`config.mk`:
```
export PLATFORM = sky130hd
export DESIGN_NAME = coin_credit_flat
export DESIGN_NICKNAME = d
export VERILOG_FILES = /design/src/rtl/coin_credit_if.sv /design/src/rtl/coin_credit.sv /design/src/flat_wrapper.sv
export SDC_FILE = /design/constraint.sdc
export NUM_CORES = 1
export LEC_CHECK = 0
export CORE_AREA = 5 5 71 73
export CTS_CLUSTER_DIAMETER = 200
export CTS_CLUSTER_SIZE = 40
export DETAILED_ROUTE_END_ITERATION = 8
export DIE_AREA = 0 0 76 78
export GPL_TIMING_DRIVEN = 0
export MAX_ROUTING_LAYER = met4
export PLACE_DENSITY_LB_ADDON = 0.3
export RECOVER_POWER = 25
export SYNTH_ARGS = -nofsm -noshare
export SYNTH_HDL_FRONTEND = slang
export SYNTH_SLANG_ARGS = --single-unit
```
`constraint.sdc`:
```
create_clock -name Clk -period 3.9 [get_ports Clk]
set_input_delay 0.39 -clock Clk [delete_from_list [all_inputs] [get_ports Clk]]
set_output_delay 0.39 -clock Clk [all_outputs]
set_load 0.01 [all_outputs]
```
`src/rtl/coin_credit_if.sv`:
```
// coin_credit_if: groups the coin/debit/return/hopper signals of the coin_credit
// payment front end so they can be passed as one port.
//   master modport : stimulus side (drives Coin, Debit*, Return_req, Hopper_ready)
//   slave  modport : coin_credit side (drives Money, status pulses, Change_out, Busy)
interface coin_credit_if;
  logic [2:0] Coin;
  logic       Debit_valid;
  logic [6:0] Debit;
  logic       Return_req;
  logic       Hopper_ready;
  logic [6:0] Money;
  logic       Debit_ack;
  logic       Debit_err;
  logic       Coin_reject;
  logic [2:0] Change_out;
  logic       Busy;

  modport master (
    output Coin, Debit_valid, Debit, Return_req, Hopper_ready,
    input  Money, Debit_ack, Debit_err, Coin_reject, Change_out, Busy
  );

  modport slave (
    input  Coin, Debit_valid, Debit, Return_req, Hopper_ready,
    output Money, Debit_ack, Debit_err, Coin_reject, Change_out, Busy
  );
endinterface

```
`src/rtl/coin_credit.sv`:
```
// coin_credit: payment front end. Accumulates one-hot coin pulses into a 7-bit
// credit (Money), applies vend debits, and on a return request pays the credit
// back one coin at a time (largest first) through the hopper handshake.
//
// Ports:
//   Clk      : single clock, rising edge
//   Reset_n  : asynchronous active-low reset
//   bus      : coin_credit_if.slave (Coin, Debit_valid, Debit, Return_req,
//              Hopper_ready in; Money, Debit_ack, Debit_err, Coin_reject,
//              Change_out, Busy out -- all outputs registered)
//
// Optional feature: define COIN_CREDIT_TIMEOUT_EN to add an idle timer that
// starts change return after TIMEOUT quiet cycles with nonzero credit.
//
// state  | meaning
// IDLE   | accepting coins and debits
// CHANGE | paying out credit; coins rejected, debits refused
module coin_credit #(
  parameter int MAX_CREDIT = 125,
  parameter int TIMEOUT    = 1000
) (
  input logic       Clk,
  input logic       Reset_n,
  coin_credit_if.slave bus
);

  if ((MAX_CREDIT % 5) != 0 || MAX_CREDIT > 127 || MAX_CREDIT < 5) begin : g_bad_max
    $error("coin_credit: MAX_CREDIT must be a multiple of 5 in 5..127");
  end
  if (TIMEOUT < 2 || TIMEOUT > 65535) begin : g_bad_timeout
    $error("coin_credit: TIMEOUT must be in 2..65535");
  end

  typedef enum logic {IDLE, CHANGE} state_t;

  localparam logic [7:0] MAX8 = 8'(MAX_CREDIT);

  state_t     state;
  logic [6:0] money;
  logic       debit_ack, debit_err, coin_reject, busy;
  logic [2:0] change_out;

  logic [7:0] coin_val;
  logic       coin_onehot;
  logic       coin_ok, coin_bad, debit_ok;
  logic [7:0] money_sum;
  logic [2:0] chg_code;
  logic [6:0] chg_val;
  logic       timeout_fire;

  always_comb begin
    coin_val    = 8'd0;
    coin_onehot = 1'b1;
    case (bus.Coin)
      3'b001:  coin_val = 8'd5;
      3'b010:  coin_val = 8'd10;
      3'b100:  coin_val = 8'd25;
      default: coin_onehot = 1'b0;
    endcase
  end

  // Overflow check is against the pre-debit credit, so a same-cycle debit
  // cannot make room for a coin.
  assign coin_ok   = coin_onehot && (({1'b0, money} + coin_val) <= MAX8);
  assign coin_bad  = (|bus.Coin) && !coin_ok;
  assign debit_ok  = bus.Debit_valid && (bus.Debit <= money) &&
                     ((bus.Debit % 7'd5) == 7'd0);
  assign money_sum = {1'b0, money} + (coin_ok ? coin_val : 8'd0)
                   - (debit_ok ? {1'b0, bus.Debit} : 8'd0);

  always_comb begin
    chg_code = 3'b001;
    chg_val  = 7'd5;
    if (money >= 7'd25) begin
      chg_code = 3'b100;
      chg_val  = 7'd25;
    end else if (money >= 7'd10) begin
      chg_code = 3'b010;
      chg_val  = 7'd10;
    end
  end

`ifdef COIN_CREDIT_TIMEOUT_EN
  logic [15:0] idle_timer;
  logic        activity;

  assign activity     = (|bus.Coin) || bus.Debit_valid || bus.Return_req;
  assign timeout_fire = (state == IDLE) && !activity && (money != 7'd0) &&
                        (idle_timer == 16'(TIMEOUT - 1));

  always_ff @(posedge Clk or negedge Reset_n) begin
    if (!Reset_n) begin
      idle_timer <= 16'd0;
    end else if (state != IDLE || activity || money == 7'd0 || timeout_fire) begin
      idle_timer <= 16'd0;
    end else begin
      idle_timer <= idle_timer + 16'd1;
    end
  end
`else
  assign timeout_fire = 1'b0;
`endif

  always_ff @(posedge Clk or negedge Reset_n) begin
    if (!Reset_n) begin
      state       <= IDLE;
      money       <= 7'd0;
      debit_ack   <= 1'b0;
      debit_err   <= 1'b0;
      coin_reject <= 1'b0;
      change_out  <= 3'b000;
      busy        <= 1'b0;
    end else begin
      debit_ack   <= 1'b0;
      debit_err   <= 1'b0;
      coin_reject <= 1'b0;
      change_out  <= 3'b000;
      case (state)
        IDLE: begin
          money       <= money_sum[6:0];
          debit_ack   <= debit_ok;
          debit_err   <= bus.Debit_valid && !debit_ok;
          coin_reject <= coin_bad;
          if ((bus.Return_req || timeout_fire) && money_sum != 8'd0) begin
            state <= CHANGE;
            busy  <= 1'b1;
          end
        end
        CHANGE: begin
          coin_reject <= |bus.Coin;
          debit_err   <= bus.Debit_valid;
          if (bus.Hopper_ready) begin
            change_out <= chg_code;
            money      <= money - chg_val;
            // Credit is always a multiple of 5, so the last coin lands on 0.
            if (money == chg_val) begin
              state <= IDLE;
              busy  <= 1'b0;
            end
          end
        end
        default: begin
          state <= IDLE;
          busy  <= 1'b0;
        end
      endcase
    end
  end

  assign bus.Money       = money;
  assign bus.Debit_ack   = debit_ack;
  assign bus.Debit_err   = debit_err;
  assign bus.Coin_reject = coin_reject;
  assign bus.Change_out  = change_out;
  assign bus.Busy        = busy;

endmodule

```
`src/flat_wrapper.sv`:
```
// flat-port wrapper written by rule: the top's interface ports become plain ports
module coin_credit_flat 
#(
  parameter int MAX_CREDIT = 125,
  parameter int TIMEOUT    = 1000
)
  (Clk, Reset_n, bus_Coin, bus_Debit_valid, bus_Debit, bus_Return_req, bus_Hopper_ready, bus_Money, bus_Debit_ack, bus_Debit_err, bus_Coin_reject, bus_Change_out, bus_Busy);
  coin_credit_if bus_i ();
  input logic Clk;
  input logic Reset_n;
  input wire logic [$bits(bus_i.Coin)-1:0] bus_Coin;
  input wire logic [$bits(bus_i.Debit_valid)-1:0] bus_Debit_valid;
  input wire logic [$bits(bus_i.Debit)-1:0] bus_Debit;
  input wire logic [$bits(bus_i.Return_req)-1:0] bus_Return_req;
  input wire logic [$bits(bus_i.Hopper_ready)-1:0] bus_Hopper_ready;
  output wire logic [$bits(bus_i.Money)-1:0] bus_Money;
  output wire logic [$bits(bus_i.Debit_ack)-1:0] bus_Debit_ack;
  output wire logic [$bits(bus_i.Debit_err)-1:0] bus_Debit_err;
  output wire logic [$bits(bus_i.Coin_reject)-1:0] bus_Coin_reject;
  output wire logic [$bits(bus_i.Change_out)-1:0] bus_Change_out;
  output wire logic [$bits(bus_i.Busy)-1:0] bus_Busy;
  assign bus_i.Coin = bus_Coin;
  assign bus_i.Debit_valid = bus_Debit_valid;
  assign bus_i.Debit = bus_Debit;
  assign bus_i.Return_req = bus_Return_req;
  assign bus_i.Hopper_ready = bus_Hopper_ready;
  assign bus_Money = bus_i.Money;
  assign bus_Debit_ack = bus_i.Debit_ack;
  assign bus_Debit_err = bus_i.Debit_err;
  assign bus_Coin_reject = bus_i.Coin_reject;
  assign bus_Change_out = bus_i.Change_out;
  assign bus_Busy = bus_i.Busy;
  coin_credit #(.MAX_CREDIT(MAX_CREDIT), .TIMEOUT(TIMEOUT)) u_core (.Clk(Clk), .Reset_n(Reset_n), .bus(bus_i));
endmodule
```
== Word level (Yosys, flattened, before mapping) ==
Index checks and enable logic that the tools add are counted.
Word-level totals
  register bits after elaboration: 15
  input bits: 15
  output and inout port bits: 14
Cells by class
  add/sub/neg operators: 4
  divide/modulo/power cells: 1
  $lt $le $gt $ge: 4
  equal/unequal tests: 7
  muxes and demuxes: 23
  bitwise gates (word level): 1
  reductions and logical operators: 13
Operators with widths (count)
  2-to-1 mux 7 bit: 3
  one-hot mux 5 bit (3 select lines): 1
  one-hot mux 7 bit (2 select lines): 1
  2-to-1 mux 3 bit: 3
  adder 7 x 5 -> 8 bit: 1
  adder 7 x 8 -> 8 bit: 1
  less-or-equal comparator 8 x 7 -> 1 bit, second input constant: 1
  2-to-1 mux 1 bit: 8
  one-hot mux 1 bit (2 select lines): 4
  nonzero test 8 bit: 1
  subtractor 8 bit: 1
  equality test 7 bit: 1
  greater-or-equal comparator 7 x 4 -> 1 bit, second input constant: 1
  greater-or-equal comparator 7 x 5 -> 1 bit, second input constant: 1
  less-or-equal comparator 7 bit: 1
  zero test 7 bit: 1
  modulo 7 x 3 -> 7 bit, second input constant: 1
  subtractor 7 bit: 1
  logical AND 1 bit: 6
  OR reduction 3 bit: 2
  2-to-1 mux 5 bit: 1
  2-to-1 mux 4 bit: 1
  inequality test 2 bit, second input constant: 2
  equality test 3 x 1 -> 1 bit, second input constant: 1
  7 further kinds: 8

== Longest topological paths before layout ==
Gate-level depths: netlist of the first run.
  depth after elaboration: 12
  depth in mapped cells: 19

== Worst setup path after synthesis of the first run ==
OpenSTA, ideal clock, no wires.
  kind: input to register
  start: input port bus_Coin[2]
  end: register u_core.busy, in the netlist u_core.bus.Busy
  library setup time: 0.122 ns
  arrival time: 4.442 ns
  data required time: 3.778 ns
  path slack: -0.663 ns
  stages: 18
  path buffers: 0
  cells stage by stage: nor3b_1 > or2_2 > ha_1 > fa_1 > xor2_1 > nand2_1 > mux2i_1 > a211oi_1 > or4_1 > and2_1 > fa_1 > ha_1 > a21o_1 > a31o_2 > a21oi_1 > xor2_1 > nand3_1 > a32o_1
Between the ends
  longest elaborated chain between the ends: 12
  elaborated cells between the ends (all ways): 16
Ends and longest elaborated chain
  start: declaration: line flat_wrapper.sv:11  | input wire logic [$bits(bus_i.Coin)-1:0] bus_Coin;
  equality test 3 bit, or another cell as far along: line coin_credit.sv:54  | case (bus.Coin)
  one-hot mux 5 bit (3 select lines): line coin_credit.sv:54
  adder 7 x 5 -> 8 bit: line coin_credit.sv:64  | assign coin_ok = coin_onehot && (({1'b0, money} + coin_val) <= MAX8);
  less-or-equal comparator 8 x 7 -> 1 bit: line coin_credit.sv:64
  logical AND 1 bit: line coin_credit.sv:64
  2-to-1 mux 5 bit (*): line coin_credit.sv:68  | assign money_sum = {1'b0, money} + (coin_ok ? coin_val : 8'd0)
  adder 7 x 8 -> 8 bit (*): line coin_credit.sv:68
  subtractor 8 bit (*): line coin_credit.sv:69  | - (debit_ok ? {1'b0, bus.Debit} : 8'd0);
  nonzero test 8 bit (*): line coin_credit.sv:124  | if ((bus.Return_req || timeout_fire) && money_sum != 8'd0) begin
  logical AND 1 bit (*): line coin_credit.sv:124
  inequality test 2 x 1 -> 1 bit (no source line) (*)
  AND reduction 3 bit (no source line) (*)
  end signal: assignment: line coin_credit.sv:126  | busy <= 1'b1;
  end signal: assignment: line coin_credit.sv:138  | busy <= 1'b0;
  end signal: assignment: line coin_credit.sv:144  | busy <= 1'b0;
  end: declaration: line coin_credit.sv:40  | logic debit_ack, debit_err, coin_reject, busy;
Mark *: on every way between the ends. The rest lies on a longest branch, timed or not.
A chain may end at the register's enable or synchronous reset.

== Final worst setup path of the first run ==
  start: input port bus_Debit[3]
  end: register u_core.busy, in the netlist u_core.bus.Busy
Between the ends
  longest elaborated chain between the ends: 9
  elaborated cells between the ends (all ways): 11
Ends and longest elaborated chain
  start: declaration: line flat_wrapper.sv:13  | input wire logic [$bits(bus_i.Debit)-1:0] bus_Debit;
  modulo 7 x 3 -> 7 bit / less-or-equal comparator 7 bit (equally long branches): line coin_credit.sv:67, coin_credit.sv:66
  zero test 7 bit / logical AND 1 bit (equally long branches): line coin_credit.sv:67, coin_credit.sv:66
  logical AND 1 bit: line coin_credit.sv:66  | assign debit_ok = bus.Debit_valid && (bus.Debit <= money) &&
  2-to-1 mux 7 bit (*): line coin_credit.sv:69
  subtractor 8 bit (*): line coin_credit.sv:69
  nonzero test 8 bit (*): line coin_credit.sv:124
  logical AND 1 bit (*): line coin_credit.sv:124
  inequality test 2 x 1 -> 1 bit (no source line) (*)
  AND reduction 3 bit (no source line) (*)
Marks and branches as above.

==> flow_metrics.env, run 1 <==
export IMPL_p_sw_share_pct=47.8
export IMPL_critPathLaunch="bus_Debit[3]"
export IMPL_antenna_found_initial=0
export IMPL_clock_path_buffers=2
export IMPL_fin_crit_sh_pct=109
export IMPL_ys_types=48
export IMPL_r2r_start="u_core.bus.Money[1]"
export IMPL_drc=0
export IMPL_area_growth_syn_to_layout_pct=31.4
export IMPL_peakVddDrop_mv=0.442
export IMPL_drv_cap=0
export IMPL_synth_seq_area_share_pct=17.9
export IMPL_p_leak_uw=0.00123
export IMPL_area_sequential_um2=377
export IMPL_wl_mm=5.19
export IMPL_grt_pass1_vias=1924
export IMPL_dp_cells=334
export IMPL_core_region_area_um2=4290
export IMPL_fmax_ghz=0.235
export IMPL_overflow=0
export IMPL_grt_usage_pct=18.2
export IMPL_crit_arrival_ps=4390
export IMPL_yosys_area_top_type="dfrtp_1"
export IMPL_setup_viol=4
export IMPL_powerDensity_nw_per_um2=775
export IMPL_first_iter_violations=91
export IMPL_postRouteAntennaNets=0
export IMPL_yosys_top_cells_area="dfrtp_1 18%, ha_1 16%, fa_1 6.7%, inv_1 5.0%, o21ai_0 4.5%"
export IMPL_io_buffers=27
export IMPL_place_area_um2=2500
export IMPL_tightest_slew_ps=686
export IMPL_synth_most_common_cell="inv_1"
export IMPL_holdCritStartpoint="bus_Coin[0]"
export IMPL_wl_per_cell_um=14.8
export IMPL_failed_checks="negative setup slack"
export IMPL_dp_hpwl_mm=3.93
export IMPL_path_clk_slew_ps=60
export IMPL_die_w_um=76
export IMPL_routed_via_density=5.57
export IMPL_critical_path_class="in -> reg"
export IMPL_synth_common_cells="28 x inv_1, 27 x ha_1, 19 x o21ai_0"
export IMPL_cp_required_ps=4040
export IMPL_ys_warn_count=0
export IMPL_hp_class="in -> reg"
export IMPL_final_nets=349
export IMPL_multi_input_area_um2=1730
export IMPL_htree_levels=1
export IMPL_clockPowerShare_pct=5.8
export IMPL_ys_ff_latch=15
export IMPL_grt_pass1_wl_mm=8.84
export IMPL_fin_ws_ps=-353
export IMPL_syn_inst=255
export IMPL_grt_max_degree=16
export IMPL_io_pins=29
export IMPL_min_period_ps=4250
export IMPL_finalNonFillerCells=351
export IMPL_dieArea_um2=5930
export IMPL_comb_power_share_pct=79.6
export IMPL_insertedDiodeCount=0
export IMPL_place_gp_congestion=0.928
export IMPL_synth_top_area_share_pct=17.9
export IMPL_cts_root_buffer="clkbuf_8"
export IMPL_slew_violations=0
export IMPL_hold_viol=0
export IMPL_ys_dominant_reg_cell="dfrtp_1"
export IMPL_start_kind="input port"
export IMPL_cts_inserted_buffers=3
export IMPL_slew_headroom_pct=54.1
export IMPL_skew_ps=1.03
export IMPL_drive_above_1_share_pct=21.1
export IMPL_clock_latency_ps=250
export IMPL_synthArstFlopShare_pct=100
export IMPL_fillers=382
export IMPL_dr_total_vias=1954
export IMPL_std_cell_rows=24
export IMPL_cts_tree="yes"
export IMPL_regToRegSetupSlack_ps=-260
export IMPL_p_int_uw=1110
export IMPL_synth_edff_count=0
export IMPL_cp_max_fo=10
export IMPL_grt_setup_unrepaired="true"
export IMPL_die_h_um=78
export IMPL_initial_core_util_pct=48.7
export IMPL_cts_sinks=15
export IMPL_final_cell_area_um2=2750
export IMPL_syn_area_per_cell_um2=8.21
export IMPL_status="finished with violations"
export IMPL_first_pass_iters=4
export IMPL_cp_end_kind="register"
export IMPL_power_frac_seq_pct=14.6
export IMPL_syn_area_um2=2090
export IMPL_p_sw_uw=1020
export IMPL_syn_nets=304
## critical path, stage by stage
cell and delay (ps):
clkdlybuf4s50_1 430, buf_4 190, maj3_2 330, and2_4 170
o32a_4 410, nor4_4 300, buf_4 160, nand2_1 70
fa_1 560, ha_4 220, a21o_1 170, a31o_2 220
a21oi_2 140, xor2_1 200, nand3_1 150, a32o_1 280
## per-layer routing
layer | wire length [um] | global-route usage, % | vias to the layer above
li1 | - | - | 984
met1 | 2410 | 23.7 | 935
met2 | 2570 | 30.5 | 32
met3 | 196 | 2.66 | 3
met4 | 10 | 2.67 | 0
met5 | 0 | - | -
## flip-flops by register name (all words and copies together), names as in the netlist
register,flops
u_core.bus.Change_out,3
u_core.bus.Busy,1
u_core.bus.Debit_ack,1
u_core.bus.Debit_err,1
u_core.state,1
u_core.bus.Coin_reject,1
u_core.bus.Money,7
## power groups by stage
stage	registers (uW)	clock network (uW)	logic (uW)
global placement	313	0	1450
detailed placement	311	0	1470
floorplan	305	0	1110
global route	324	138	1900
CTS	313	128	1530
finish	311	124	1700
## layout by cell type (no fill, tap or decap), types with 4 or more instances in the layout
cell | netlist | routed
a21o_1 | 4 | 4
nand2_1 | 17 | 15
nor3b_1 | 7 | 4
o211ai_1 | 5 | 5
xnor2_1 | 5 | 5
buf_4 | 2 | 16
nand3_1 | 6 | 6
dfrtp_1 | 15 | 14
inv_1 | 28 | 28
fa_1 | 7 | 5
nor2_1 | 17 | 17
mux2i_1 | 7 | 7
ha_4 | 0 | 4
a21oi_1 | 18 | 14
o21ai_0 | 19 | 15
and2_1 | 8 | 5
ha_1 | 27 | 23
clkdlybuf4s50_1 | 0 | 20
nor2b_1 | 7 | 7
nand2b_1 | 5 | 4
## final timing paths
| path | endpoint | depth (start not counted) |
|---|---|---|
| setup / recovery | u_core.bus.Busy | 16 |
| min in group asynchronous | u_core.bus.Debit_err | 1 |
| max in group asynchronous | u_core.bus.Money[1] | 1 |
| hold / removal | u_core.bus.Coin_reject | 3 |
| setup reg to reg | u_core.bus.Busy | 17 |
| hold reg to reg | u_core.bus.Busy | 1 |
## timing repair
item,4_1_cts,5_1_grt
resized for setup,34,13
hold buffers,0,0
pin swaps,18,5
setup buffers,11,2
endpoints found under the setup margin,8,6
## logic make-up after synthesis
| logic type | count (synthesis) | share of synthesized area (%) |
|---|---|---|
| fa+ha+maj | 35 | 23.4 |
| buf+inv | 37 | 7.53 |
| flops | 15 | 17.9 |
| simple gates | 83 | 21.7 |
| mux | 9 | 4.60 |
| xor+xnor | 9 | 3.77 |
| compound gates | 67 | 21.1 |
## per-stage QoR
stage / utilization, % / power, uW / TNS (ps) / hold slack, ps / worst slack [ps]
2_1_floorplan: - / 1410 / -1210 / 94.4 / -408
3_3_place_gp: 58.2 / 1760 / -6640 / 491 / -1230
3_5_place_dp: 58.2 / 1780 / -7000 / 490 / -1260
4_1_cts: 62.0 / 1970 / -847 / 420 / -339
5_1_grt: 64.1 / 2360 / -1910 / 485 / -572
6_report: 64.1 / 2130 / -928 / 421 / -353
## area by class of cell
class | instances | share of cell area [%]
buffer | 9 | 2.27
multi-input combinational | 203 | 62.9
sequential | 15 | 13.7
timing repair buffer | 40 | 13.3
clock buffer | 4 | 1.64
tap | 52 | 2.36
inverter | 28 | 3.82
Power figures use the tool's default switching activity.
==> inputs of run 2 (changes only) <==
==> constraint.sdc (replaced) <==
create_clock -name Clk -period 4.9 [get_ports Clk]
set_input_delay 0.49 -clock Clk [delete_from_list [all_inputs] [get_ports Clk]]
set_output_delay 0.49 -clock Clk [all_outputs]
set_load 0.02 [all_outputs]
==> run 2 against run 1 <==
The run now ends clean; setup slack better by 530 ps; critical path depth up 3; clock power down 19%; clock skew about the same; total power down 27%; critical path type unchanged; largest power group unchanged.
==> flow_metrics.env, run 2 (synthesized netlist as in run 1, its figures left out) <==
export IMPL_fin_ws_ps=175
export IMPL_postRouteAntennaNets=0
export IMPL_clock_path_buffers=2
export IMPL_dieArea_um2=5930
export IMPL_setup_viol=0
export IMPL_cp_common_cell="fa_1"
export IMPL_crit_slowest_cell="fa_1"
export IMPL_hp_class="reg -> reg"
export IMPL_place_ws_ps=-559
export IMPL_cts_root_buffer="clkbuf_8"
export IMPL_tightest_slew_ps=667
export IMPL_place_area_um2=2430
export IMPL_die_h_um=78
export IMPL_grt_max_degree=16
export IMPL_dp_hpwl_mm=3.85
export IMPL_overflow=0
export IMPL_min_period_ps=4720
export IMPL_critical_path_class="in -> reg"
export IMPL_final_nets=336
export IMPL_fin_crit_sh_pct=96.4
export IMPL_io_buffers=27
export IMPL_cp_max_fo=6
export IMPL_final_cell_area_um2=2530
export IMPL_cp_top_family="adder cells"
export IMPL_cp_required_ps=5030
export IMPL_std_cell_rows=24
export IMPL_fmax_ghz=0.212
export IMPL_first_iter_violations=90
export IMPL_drv_cap=0
export IMPL_start_kind="input port"
export IMPL_drc=0
export IMPL_antenna_found_initial=0
export IMPL_wl_mm=4.80
export IMPL_htree_levels=1
export IMPL_p_leak_uw=0.00114
export IMPL_crit_arrival_ps=4850
export IMPL_drive_above_1_share_pct=11.5
export IMPL_worst_path_buf_inv=1
export IMPL_core_region_area_um2=4290
export IMPL_mostFrequentLayoutCells="28 x inv_1, 25 x ha_1, 23 x clkdlybuf4s50_1"
export IMPL_hold_viol=0
export IMPL_skew_ps=0.780
export IMPL_insertedDiodeCount=0
export IMPL_cts_tree="yes"
export IMPL_die_w_um=76
export IMPL_io_pins=29
export IMPL_slew_headroom_pct=55.4
export IMPL_clock_latency_ps=250
export IMPL_grt_pass1_vias=1874
export IMPL_largest_reg_flops=7
export IMPL_place_gp_congestion=0.892
export IMPL_slew_violations=0
export IMPL_first_pass_iters=4
export IMPL_final_common_cell="inv_1"
export IMPL_initial_core_util_pct=48.7
export IMPL_status="finished clean"
export IMPL_cp_end_kind="register"
export IMPL_path_cells="dlygate4sd2_1, nor3b_2, or2_2, ha_2, fa_1, xor2_1, nand2_1, mux2i_1, a211oi_1, or4_4, and2_4, fa_1, ha_4, a21o_1, a31o_2, a21oi_2, xor2_2, nor2_1, a311o_1"
export IMPL_area_growth_syn_to_layout_pct=21.1
export IMPL_wl_per_cell_um=14.2
export IMPL_routed_via_density=5.63
export IMPL_path_clk_slew_ps=60
export IMPL_cts_inserted_buffers=3
export IMPL_cpPeakStageDelay_ps=550
export IMPL_cts_sinks=15
export IMPL_grt_pass1_wl_mm=8.38
export IMPL_dr_total_vias=1903
export IMPL_peakVddDrop_mv=0.235
export IMPL_grt_usage_pct=17.1
export IMPL_powerDensity_nw_per_um2=618
## run 2: cell count changes in the layout (fill, tap and decap cells not counted), sizes merged
cell	change
buf	-16
clkdlybuf4s50	+3
## run 2: stage by stage
| step | setup TNS (ps) | hold WS, ps | total power, uW | util [%] | cells |
|---|---|---|---|---|---|
| final | 0 | 493 | 1570 | 59.0 | 338 |
| after global routing | -14.7 | 522 | 1740 | 59.0 | 338 |
| after CTS | 0 | 500 | 1530 | 58.1 | 338 |
| after detailed placement | -1820 | 486 | 1380 | 56.6 | 334 |
| after global placement | -1740 | 483 | 1360 | 56.6 | 334 |
| after floorplan | 0 | 194 | 1090 | - | 255 |
## run 2: power by group
group | internal (uW) | total (uW) | switching, uW
clock | 57.7 | 100 | 42.6
combinational | 559 | 1220 | 664
sequential | 170 | 243 | 72.9
## run 2: metal layers
layer	vias up	global-route usage (%)	part of all wire, %
li1	956	-	-
met1	895	21.8	47
met2	47	28.3	48
met3	5	2.55	4.5
met4	0	4.09	0.71
met5	-	-	0
## run 2: layout make-up
cell class	instances	area (um^2)
Timing Repair Buffer	27	267
Tap cell	52	65.1
Multi-Input combinational cell	203	1630
Inverter	28	105
Clock buffer	4	45.0
Sequential cell	15	375
Fill cell	393	1760
Buffer	9	52.6
## run 2: worst register-to-register path: stages, from the launching register on
cell and delay (ps):
dfrtp_1 520, inv_1 210, ha_1 340, nor2b_1 120
o21ai_0 140, a21oi_1 80, o22a_1 270, a2111oi_1 560
ha_1 340, inv_1 60, ha_1 160, inv_1 60
fa_2 340, nand2b_1 180, a21oi_1 160, xor2_1 110
nor3_2 200, nand3_2 110, a32o_1 260
## run 2: worst paths after layout
kind	startpoint	to	slack, ps	cells past startpoint
hold reg to reg	u_core.bus.Busy	u_core.bus.Busy	490	1
setup / recovery	bus_Coin[2]	u_core.bus.Money[5]	180	19
setup reg to reg	u_core.bus.Money[1]	u_core.bus.Busy	570	18
min in group asynchronous	Reset_n	u_core.bus.Change_out[2]	710	1
hold / removal	u_core.bus.Busy	u_core.bus.Busy	490	1
max in group asynchronous	Reset_n	u_core.bus.Debit_ack	3760	1
## run 2: repair_timing
| item | 4_1_cts | 5_1_grt |
|---|---|---|
| hold buffers | 0 | 0 |
| pin swaps | 1 | 4 |
| setup endpoints to repair | 3 | 3 |
| gates resized for setup | 7 | 9 |
| setup buffers | 0 | 0 |
==> RTL change: new RTL, config.mk and constraints of run 1 <==
The option `COIN_CREDIT_TIMEOUT_EN` is turned on by a define.
--- a/src/rtl/coin_credit.sv
+++ b/src/rtl/coin_credit.sv
@@ -17,2 +17,4 @@
 // CHANGE | paying out credit; coins rejected, debits refused
+`define COIN_CREDIT_TIMEOUT_EN
+
 module coin_credit #(
Formal check against the unedited RTL: same outputs for any inputs over 4 cycles, from zero or initial values and one cycle with Reset_n low; that may be too few to reach the edited logic, so the function may still have changed.
==> RTL change against run 1 <==
- the flow finishes with violations (max-capacitance violations, max-slew violations, negative setup slack)
- non-clock buffer count shrank 8
- sequential power increased by 56%
- sequential share of layout area increased by 9.6 points
- synthesized area increased by 33%
- wire length up 27%
- via count up 28%
- design area rose by 22%
- synthesized cell count up 28%
- count of clock-buffer cells in the layout increased by 2
- total power up 8.7%
- sequential cell count increased by 16
- first-iteration DRC count is 38% higher
- worst setup slack better by 0.066 ns
==> RTL change: results (changes against run 1) <==
cell depth of the worst flop-to-flop path 15 (-2); first-pass GRT wire length 11000 µm (+25%); Crit Path Max Fanout 5 (-5); top post-synthesis cells by area dfrtp_1, ha_1, nor2_1, fa_1, xor2_1; Distinct cells, synth 56 (+17%); H-tree depth 2 (+1); Power Density 693 mW/mm² (-11%); GR met2 Demand/Resource 41.1% (+11 points); Final WS setup -0.287 ns (+0.0660 ns); Synth Area in Adders 18.0% (-5.4 points); Fin Clk Skew 0.00584 ns (+0.00481 ns); max FFs per register 16 (+9); status finished, violations left; Reg2Reg Launch Point u_core.bus.Money[0]$_DFFE_PN0P_; dpl ws -1.29 ns (-0.0272 ns); failing checks max-capacitance violations, max-slew violations, negative setup slack; R2R setup slack -0.17 ns (+0.09 ns); Post-synth top cells nor2_1, inv_1, dfrtp_1; Post-Synth XOR/XNOR Area 7.25% (+3.5 points); share of layout cells above drive strength 1 13.0% (-8.0 points); WHS Endpoint u_core.idle_timer[2]$_DFF_PN0_; metal3 WL 297 µm (+52%); nets@finish 418 (+20%); Via density 5.94 (+6.8%); final setup vio count 4 (unchanged); 1st-iter DRT viols 126 (+38%); Crit. Startpoint bus_Coin[0]; leakage 1.48 nW (+20%); register area share after synthesis 27.9% (+10 points); count of pins over their slew limit 32 (+32); max capacitance violation total 1 (+1); Synth Area in Compound Gates 16.3% (-4.8 points)
## RTL change: changes by cell type after synthesis, moves of 5 or more
cell / before / now
xor2_1: 4 / 15
nor2_1: 17 / 38
a21oi_1: 18 / 11
dfrtp_1: 15 / 31
nand2b_1: 5 / 11
nand2_1: 17 / 22
## RTL change: worst max-delay path, stage by stage
cell       delay (ns)
buf_8            0.11
nor3b_4          0.16
or2_4            0.26
ha_4             0.17
fa_2             0.52
nand2_2          0.05
maj3_2           0.30
o21ai_2          0.13
o2111ai_2        0.17
nand2_1          0.15
fa_2             0.48
fa_1             0.47
nand2b_1         0.18
a21oi_1          0.15
o21ai_1          0.11
nor3b_2          0.18
o211a_1          0.23
a31oi_1          0.17
## RTL change: final cells by class
type / count / share of cell area (%)
well taps: 52 / 1.94
inverters: 32 / 3.59
multi-input cells: 257 / 58.1
clock buffers: 6 / 2.47
flip-flops and latches: 31 / 23.3
plain buffers: 7 / 1.01
repair buffers: 34 / 9.53
clock inverters: 1 / 0.150
## RTL change: metrics by stage
| step | utilization, % | TNS (ns) |
|---|---|---|
| 6_report | 77.9 | -0.966 |
| 5_1_grt | 77.9 | -1.61 |
| 4_1_cts | 77.2 | -0.724 |
| 3_5_place_dp | 73.6 | -7.39 |
| 3_3_place_gp | 73.6 | -6.57 |
| 2_1_floorplan | - | -0.698 |
## RTL change: timing repair
| action | 4_1_cts | 5_1_grt |
|---|---|---|
| resized for setup | 27 | 9 |
| pin swaps | 10 | 6 |
| setup endpoints to repair | 8 | 5 |
| buffers inserted | 4 | 2 |
## RTL change: where the power goes
part / total [W] / internal, W / switching, W
registers: 0.000485 / 0.000383 / 0.000101
logic: 0.00158 / 0.000737 / 0.000843
clock network: 0.000255 / 0.000138 / 0.000117
